`config.mk`:
```
export PLATFORM = sky130hd
export DESIGN_NAME = alarm_scheduler
export DESIGN_NICKNAME = d
export VERILOG_FILES = /design/src/rtl/alarm_scheduler_pkg.sv /design/src/rtl/alarm_scheduler_time2stamp.sv /design/src/rtl/alarm_scheduler.sv
export SDC_FILE = /design/constraint.sdc
export NUM_CORES = 2
export LEC_CHECK = 0
export ABC_AREA = 0
export CAP_MARGIN = 15
export CORE_UTILIZATION = 59
export CTS_CLUSTER_DIAMETER = 150
export DETAILED_ROUTE_END_ITERATION = 8
export GPL_TIMING_DRIVEN = 1
export PLACE_DENSITY_LB_ADDON = 0.05
export SYNTH_ARGS = -nofsm -noshare
export SYNTH_HDL_FRONTEND = slang
export SYNTH_SLANG_ARGS = --single-unit
```
`constraint.sdc`:
```
create_clock -name clk -period 19.1 [get_ports clk]
set_input_delay 2.865 -clock clk [delete_from_list [all_inputs] [get_ports clk]]
set_output_delay 2.865 -clock clk [all_outputs]
set_load 0.02 [all_outputs]
```
`src/rtl/alarm_scheduler_pkg.sv`:
```
// rtl/alarm_scheduler_pkg.sv - shared encodings, constants and helpers for the alarm scheduler
package alarm_scheduler_pkg;

    typedef enum logic [1:0] {
        MODE_OFF    = 2'b00,
        MODE_ONCE   = 2'b01,
        MODE_DAILY  = 2'b10,
        MODE_WEEKLY = 2'b11
    } mode_e;

    typedef enum logic [1:0] {
        ST_IDLE    = 2'd0,
        ST_CONVERT = 2'd1,
        ST_ADJUST  = 2'd2,
        ST_COMMIT  = 2'd3
    } state_e;

    localparam int unsigned SEC_PER_DAY  = 86400;
    localparam int unsigned SEC_PER_WEEK = 604800;

    function automatic logic [7:0] bcd2bin8(input logic [7:0] b);
        return {4'd0, b[7:4]} * 8'd10 + {4'd0, b[3:0]};
    endfunction

    function automatic logic [13:0] bcd2bin16(input logic [15:0] b);
        return {10'd0, b[15:12]} * 14'd1000 + {10'd0, b[11:8]} * 14'd100
             + {10'd0, b[7:4]} * 14'd10 + {10'd0, b[3:0]};
    endfunction

    // Days in the (non-leap) year preceding the first of month m.
    function automatic logic [8:0] days_before_month(input logic [7:0] m);
        case (m)
            8'd2:    return 9'd31;
            8'd3:    return 9'd59;
            8'd4:    return 9'd90;
            8'd5:    return 9'd120;
            8'd6:    return 9'd151;
            8'd7:    return 9'd181;
            8'd8:    return 9'd212;
            8'd9:    return 9'd243;
            8'd10:   return 9'd273;
            8'd11:   return 9'd304;
            8'd12:   return 9'd334;
            default: return 9'd0;
        endcase
    endfunction

    function automatic logic [31:0] period_of(input mode_e m);
        return (m == MODE_WEEKLY) ? SEC_PER_WEEK : SEC_PER_DAY;
    endfunction

endpackage

```
`src/rtl/alarm_scheduler_time2stamp.sv`:
```
// rtl/alarm_scheduler_time2stamp.sv - combinational BCD calendar time to seconds since 1970-01-01 00:00:00
// Ports: year_bcd..second_bcd in (BCD date/time), stamp out (STAMP_W seconds).
module time2stamp
    import alarm_scheduler_pkg::*;
#(
    parameter int STAMP_W = 64
) (
    input  logic [15:0]        year_bcd,
    input  logic [7:0]         month_bcd,
    input  logic [7:0]         day_bcd,
    input  logic [7:0]         hour_bcd,
    input  logic [7:0]         minute_bcd,
    input  logic [7:0]         second_bcd,
    output logic [STAMP_W-1:0] stamp
);
    logic [13:0] year;
    logic [13:0] year_m1;
    logic [7:0]  month, day, hour, minute, second;
    logic        leap_year;
    logic [31:0] leaps;
    logic [31:0] days;

    always_comb begin
        year    = bcd2bin16(year_bcd);
        month   = bcd2bin8(month_bcd);
        day     = bcd2bin8(day_bcd);
        hour    = bcd2bin8(hour_bcd);
        minute  = bcd2bin8(minute_bcd);
        second  = bcd2bin8(second_bcd);
        year_m1 = year - 14'd1;
        // Leap days in [1970, year): leap count up to year-1 minus the 477 up to 1969.
        leaps = 32'(year_m1 / 14'd4) - 32'(year_m1 / 14'd100) + 32'(year_m1 / 14'd400) - 32'd477;
        leap_year = ((year % 14'd4) == 14'd0) &&
                    (((year % 14'd100) != 14'd0) || ((year % 14'd400) == 14'd0));
        days = 32'(year - 14'd1970) * 32'd365 + leaps + 32'(days_before_month(month))
             + ((leap_year && (month > 8'd2)) ? 32'd1 : 32'd0) + 32'(day) - 32'd1;
        stamp = STAMP_W'(days) * STAMP_W'(SEC_PER_DAY) + STAMP_W'(hour) * STAMP_W'(3600)
              + STAMP_W'(minute) * STAMP_W'(60) + STAMP_W'(second);
    end

endmodule

```
`src/rtl/alarm_scheduler.sv`:
```
// rtl/alarm_scheduler.sv - multi-channel alarm scheduler with calendar configuration, roll-forward and snooze
// Ports: cfg_valid/cfg_ready/cfg_idx/cfg_mode + BCD time (configuration), counter (current seconds),
//        ack/snooze (per-channel dismiss), cfg_err (roll-forward overflow pulse), fire/ringing/armed (per channel).
module alarm_scheduler
    import alarm_scheduler_pkg::*;
#(
    parameter int N_CH       = 4,
    parameter int STAMP_W    = 64,
    parameter int SNOOZE_SEC = 300,
    parameter int ADJ_MAX    = 16,
    parameter int IDX_W      = (N_CH > 1) ? $clog2(N_CH) : 1
) (
    input  logic               clk,
    input  logic               rst_n,
    input  logic               cfg_valid,
    output logic               cfg_ready,
    input  logic [IDX_W-1:0]   cfg_idx,
    input  logic [1:0]         cfg_mode,
    input  logic [15:0]        year_bcd,
    input  logic [7:0]         month_bcd,
    input  logic [7:0]         day_bcd,
    input  logic [7:0]         hour_bcd,
    input  logic [7:0]         minute_bcd,
    input  logic [7:0]         second_bcd,
    input  logic [STAMP_W-1:0] counter,
    input  logic [N_CH-1:0]    ack,
    input  logic [N_CH-1:0]    snooze,
    output logic               cfg_err,
    output logic [N_CH-1:0]    fire,
    output logic [N_CH-1:0]    ringing,
    output logic [N_CH-1:0]    armed
);
    state_e              state, state_next;
    logic [IDX_W-1:0]    idx_q;
    mode_e               mode_q;
    logic [15:0]         year_q;
    logic [7:0]          month_q, day_q, hour_q, minute_q, second_q;
    logic [STAMP_W-1:0]  conv_stamp, work_stamp, period;
    logic [15:0]         adj_cnt, adj_limit;
    logic                due, overflow, commit_en;
    mode_e               commit_mode;

    logic [STAMP_W-1:0]  stamp_r   [N_CH];
    logic [STAMP_W-1:0]  snz_stamp [N_CH];
    mode_e               mode_r    [N_CH];
    logic [N_CH-1:0]     snz_act;

    time2stamp #(.STAMP_W(STAMP_W)) u_time2stamp (
        .year_bcd   (year_q),
        .month_bcd  (month_q),
        .day_bcd    (day_q),
        .hour_bcd   (hour_q),
        .minute_bcd (minute_q),
        .second_bcd (second_q),
        .stamp      (conv_stamp)
    );

    assign period    = STAMP_W'(period_of(mode_q));
    assign adj_limit = (mode_q == MODE_ONCE) ? 16'd1 : 16'(ADJ_MAX);
    assign due       = (work_stamp <= counter);
    assign cfg_ready = (state == ST_IDLE);
    // An overflow writes the channel as OFF through the same commit path.
    assign commit_en   = (state == ST_COMMIT) || overflow;
    assign commit_mode = overflow ? MODE_OFF : mode_q;

    always_comb begin
        state_next = state;
        overflow   = 1'b0;
        case (state)
            ST_IDLE:    if (cfg_valid)
                            state_next = (mode_e'(cfg_mode) == MODE_OFF) ? ST_COMMIT : ST_CONVERT;
            ST_CONVERT: state_next = ST_ADJUST;
            ST_ADJUST: begin
                if (!due) begin
                    state_next = ST_COMMIT;
                end else if (adj_cnt >= adj_limit) begin
                    overflow   = 1'b1;
                    state_next = ST_IDLE;
                end
            end
            ST_COMMIT:  state_next = ST_IDLE;
            default:    state_next = ST_IDLE;
        endcase
    end

    always_ff @(posedge clk) begin
        if (!rst_n) begin
            state      <= ST_IDLE;
            cfg_err    <= 1'b0;
            idx_q      <= '0;
            mode_q     <= MODE_OFF;
            year_q     <= '0;
            month_q    <= '0;
            day_q      <= '0;
            hour_q     <= '0;
            minute_q   <= '0;
            second_q   <= '0;
            work_stamp <= '0;
            adj_cnt    <= '0;
        end else begin
            state   <= state_next;
            cfg_err <= overflow;
            case (state)
                ST_IDLE: if (cfg_valid) begin
                    idx_q    <= cfg_idx;
                    mode_q   <= mode_e'(cfg_mode);
                    year_q   <= year_bcd;
                    month_q  <= month_bcd;
                    day_q    <= day_bcd;
                    hour_q   <= hour_bcd;
                    minute_q <= minute_bcd;
                    second_q <= second_bcd;
                    adj_cnt  <= '0;
                end
                ST_CONVERT: work_stamp <= conv_stamp;
                ST_ADJUST: if (due && !overflow) begin
                    work_stamp <= work_stamp + period;
                    adj_cnt    <= adj_cnt + 16'd1;
                end
                default: ;
            endcase
        end
    end

    for (genvar i = 0; i < N_CH; i++) begin : g_ch
        logic hit_main, hit_snz, commit_here;

        assign commit_here = commit_en && (idx_q == IDX_W'(i));
        assign hit_main    = armed[i] && (counter >= stamp_r[i]);
        assign hit_snz     = snz_act[i] && (counter >= snz_stamp[i]);

        always_ff @(posedge clk) begin
            if (!rst_n) begin
                stamp_r[i]   <= '0;
                snz_stamp[i] <= '0;
                mode_r[i]    <= MODE_OFF;
                snz_act[i]   <= 1'b0;
                armed[i]     <= 1'b0;
                ringing[i]   <= 1'b0;
                fire[i]      <= 1'b0;
            end else if (commit_here) begin
                // Configuration wins over a coincident match on this channel.
                stamp_r[i]   <= work_stamp;
                mode_r[i]    <= commit_mode;
                snz_act[i]   <= 1'b0;
                armed[i]     <= (commit_mode != MODE_OFF);
                ringing[i]   <= 1'b0;
                fire[i]      <= 1'b0;
            end else begin
                fire[i] <= (hit_main || hit_snz) && !ringing[i];
                if (hit_snz)
                    snz_act[i] <= 1'b0;
                if (hit_main) begin
                    case (mode_r[i])
                        MODE_ONCE:   armed[i]   <= 1'b0;
                        MODE_DAILY:  stamp_r[i] <= stamp_r[i] + STAMP_W'(SEC_PER_DAY);
                        MODE_WEEKLY: stamp_r[i] <= stamp_r[i] + STAMP_W'(SEC_PER_WEEK);
                        default:     armed[i]   <= 1'b0;
                    endcase
                end
                if (hit_main || hit_snz)
                    ringing[i] <= 1'b1;
                // Dismissal only acts on a ringing channel; ack beats snooze.
                if (ringing[i] && ack[i]) begin
                    ringing[i] <= 1'b0;
                end else if (ringing[i] && snooze[i]) begin
                    ringing[i]   <= 1'b0;
                    snz_act[i]   <= 1'b1;
                    snz_stamp[i] <= counter + STAMP_W'(SNOOZE_SEC);
                end
            end
        end
    end

endmodule
```
==> results.cfg <==
[setup_path]
crit_family = compound AO/OA/AOI/OAI gates
reg2reg_depth = 89
slowest_stage = fa_1
cp-startpoint = year_q[14]
r2r-start = year_q[14]
critPathCaptureType = flip-flop
cp_data_required_time_ps = 19740
cp.depth = 89
cp_max_fo = 5
arrival_ps = 19990
cpMostUsedCell = a21oi_2
worst-path-buf-inv = 12
critPathKind = flip-flop to flip-flop
startpoint_type = flip-flop
cpPeakStageDelay_ps = 580

[timing]
setup_viol = 7
hold_viol_final = 0
tightest_slew_ps = 1280
finalCritPeriodShare = 1.01
rsz0062_at_grt = yes
period_minus_slack_ps = 19350
max_freq_mhz = 51.7
fin_skew_ps = 38.9
fin_ws_ps = -248
slew_headroom = 0.144
final-max-slew-violation-count = 0
fin_hold_ws_ps = 455

[final_layout]
nNetsFinal = 10311
drive_gt1_frac = 0.113
fillers = 9948
area_delta_synth_final_pct = 15.6
fin_area_um2 = 82400

[global_route]
antenna_found_initial = 4
grt_max_degree = 82
grt_pass1_vias = 62582
grt_overflow = 0
grt.total_usage = 0.379
grt_pass1_wl_um = 359000

[yosys]
ys_ff_latch = 679
synth_ff_type = edfxtp_1
synth_edf_count = 520
netlist_area_um2 = 71300
ys_seq_area_frac = 0.264
yosys_warnings = 0
async_flop_share = 0
avgSynthCellArea_um2 = 8.50
syn-instance-count = 8386
synth_fp_nets = 9779
yosysUniqueCellTypes = 120

[clock_tree]
cts_tree = yes
clkLatencyLatePin_ps = 720
clockBufferDepth = 3
cts.reportedPaths.clkPinSlew_ps = 70
cts-root-buf = clkbuf_16
cts_buffers = 86
cts.sink_count = 679
htreeDepth = 3

[die]
core-area_um2 = 120000
die_area_um2 = 122000
die_w_um = 350
die_h_um = 350
ios = 149
start_util = 0.595
fp-row-count = 127

[outcome]
status = finished with violations
violations = setup timing

[worst_hold_path]
min-delay-start = second_q[0]
hold_class = flip-flop to flip-flop
hold-path-cell-count = 2

[route]
drt.antenna.violating_nets = 0
routedWlPerCell_um = 22.3
wl_um = 236000
first_pass_iters = 6
drt_iter0_drc = 6262
routed-via-count = 64810
viasPerCell = 6.11
drc = 0

[placement]
placed_area_um2 = 78100
io_buffers = 148
place_congestion = 1.04
dp_hpwl_um = 180000

[flow_run]
drv_cap = 0
## cell usage in the layout (no fill, tap or decap), types with 219 or more instances in the layout
cell type / n
nor2_1: 714
fa_1: 219
a21oi_1: 487
inv_1: 1090
edfxtp_1: 520
ha_1: 1022
nand2_1: 722
o21ai_0: 403
xnor2_1: 485
buf_4: 560
## cells by family after synthesis
group,after synthesis,synth area share
simple gates,2612,0.175
compound gates,1827,0.165
fa+ha+maj,1261,0.245
xor+xnor,589,0.0734
flops,679,0.264
buf+inv,1387,0.0732
mux,31,0.00453
## state kept, by name, summed over array words and instances (netlist names)
name        flops
year_q         16
armed           4
month_q         8
hour_q          8
mode_r          8
state           2
snz_stamp     256
idx_q           2
day_q           8
work_stamp     64
adj_cnt        16
snz_act         4
stamp_r       256
fire            4
cfg_err         1
minute_q        8
ringing         4
second_q        8
mode_q          2
## worst register-to-register path, delay by kind of cell, from the launching register on
family	cells	cell delay (ps)
buffers and inverters	12	730
DFF	1	360
and+or+nand+nor	12	3000
xor gates and xnor gates	6	1070
adders and majority gates	20	6990
AOI/OAI and AO/OA	39	7110
## cell type report
class / instances / area [um^2] / area share
Inverter: 1111 / 4170 / 0.0506
Clock buffer: 112 / 2300 / 0.0279
Sequential cell: 679 / 18800 / 0.228
Clock inverter: 48 / 604 / 0.00733
Timing Repair Buffer: 720 / 5830 / 0.0707
Multi-Input combinational cell: 6320 / 48700 / 0.591
Tap cell: 1612 / 2020 / 0.0245
Antenna cell: 2 / 5.00 / 0.0000607
## routing by layer
metal | GRT usage | vias up | wire, um
met5 | 0 | - | 20
met4 | 0.221 | 2 | 15300
met3 | 0.0557 | 657 | 20000
met2 | 0.614 | 2820 | 107000
met1 | 0.483 | 30909 | 94000
li1 | - | 30422 | -
## through the flow
| step | TNS [ps] | instances | util | setup slack, ps |
|---|---|---|---|---|
| floorplan | 0 | 8386 | - | 18.7 |
| global placement | -1130 | 10387 | 0.652 | -211 |
| detailed placement | -3730 | 10387 | 0.652 | -550 |
| CTS | -1800 | 10562 | 0.679 | -312 |
| global route | -18090 | 10603 | 0.688 | -1180 |
| finish | -997 | 10604 | 0.688 | -248 |
## path summary, 6_finish.rpt
path	end	slack, ps
max reg2reg	work_stamp[48]	-250
max	work_stamp[48]	-250
min	work_stamp[0]	460
min reg2reg	work_stamp[0]	460
## synth_stat cells (30+ instances only)
cell,instances,area [um^2]
o31ai_1,30,225
and2_1,60,375
a31oi_1,48,300
nand2b_1,113,707
clkbuf_1,259,972
nor3_1,170,851
xnor2_1,494,4330
nor2_1,726,2730
a22oi_1,127,953
a21oi_1,524,2620
fa_1,223,4460
nand4_1,161,1010
nor4_1,68,425
inv_1,1106,4150
a21o_1,202,1520
o21ai_0,432,2160
and3_1,78,488
nand2_1,729,2740
nand3_1,210,1050
ha_1,1035,12900
dfxtp_1,159,3180
xor2_1,87,762
nor2b_1,124,776
o21bai_1,38,285
or3_1,41,257
a211oi_1,73,548
edfxtp_1,520,15600
o21a_1,34,255
## what timing repair did
| item | CTS | global route |
|---|---|---|
| setup buffers | 15 | 41 |
| gates resized for setup | 40 | 182 |
| endpoints found under the setup margin | 13 | 25 |
| hold buffers | 0 | 0 |
| pin swaps | 35 | 102 |
Power is not shown: default switching activity piles up to over one toggle a cycle in this logic, so the estimate is an artifact.
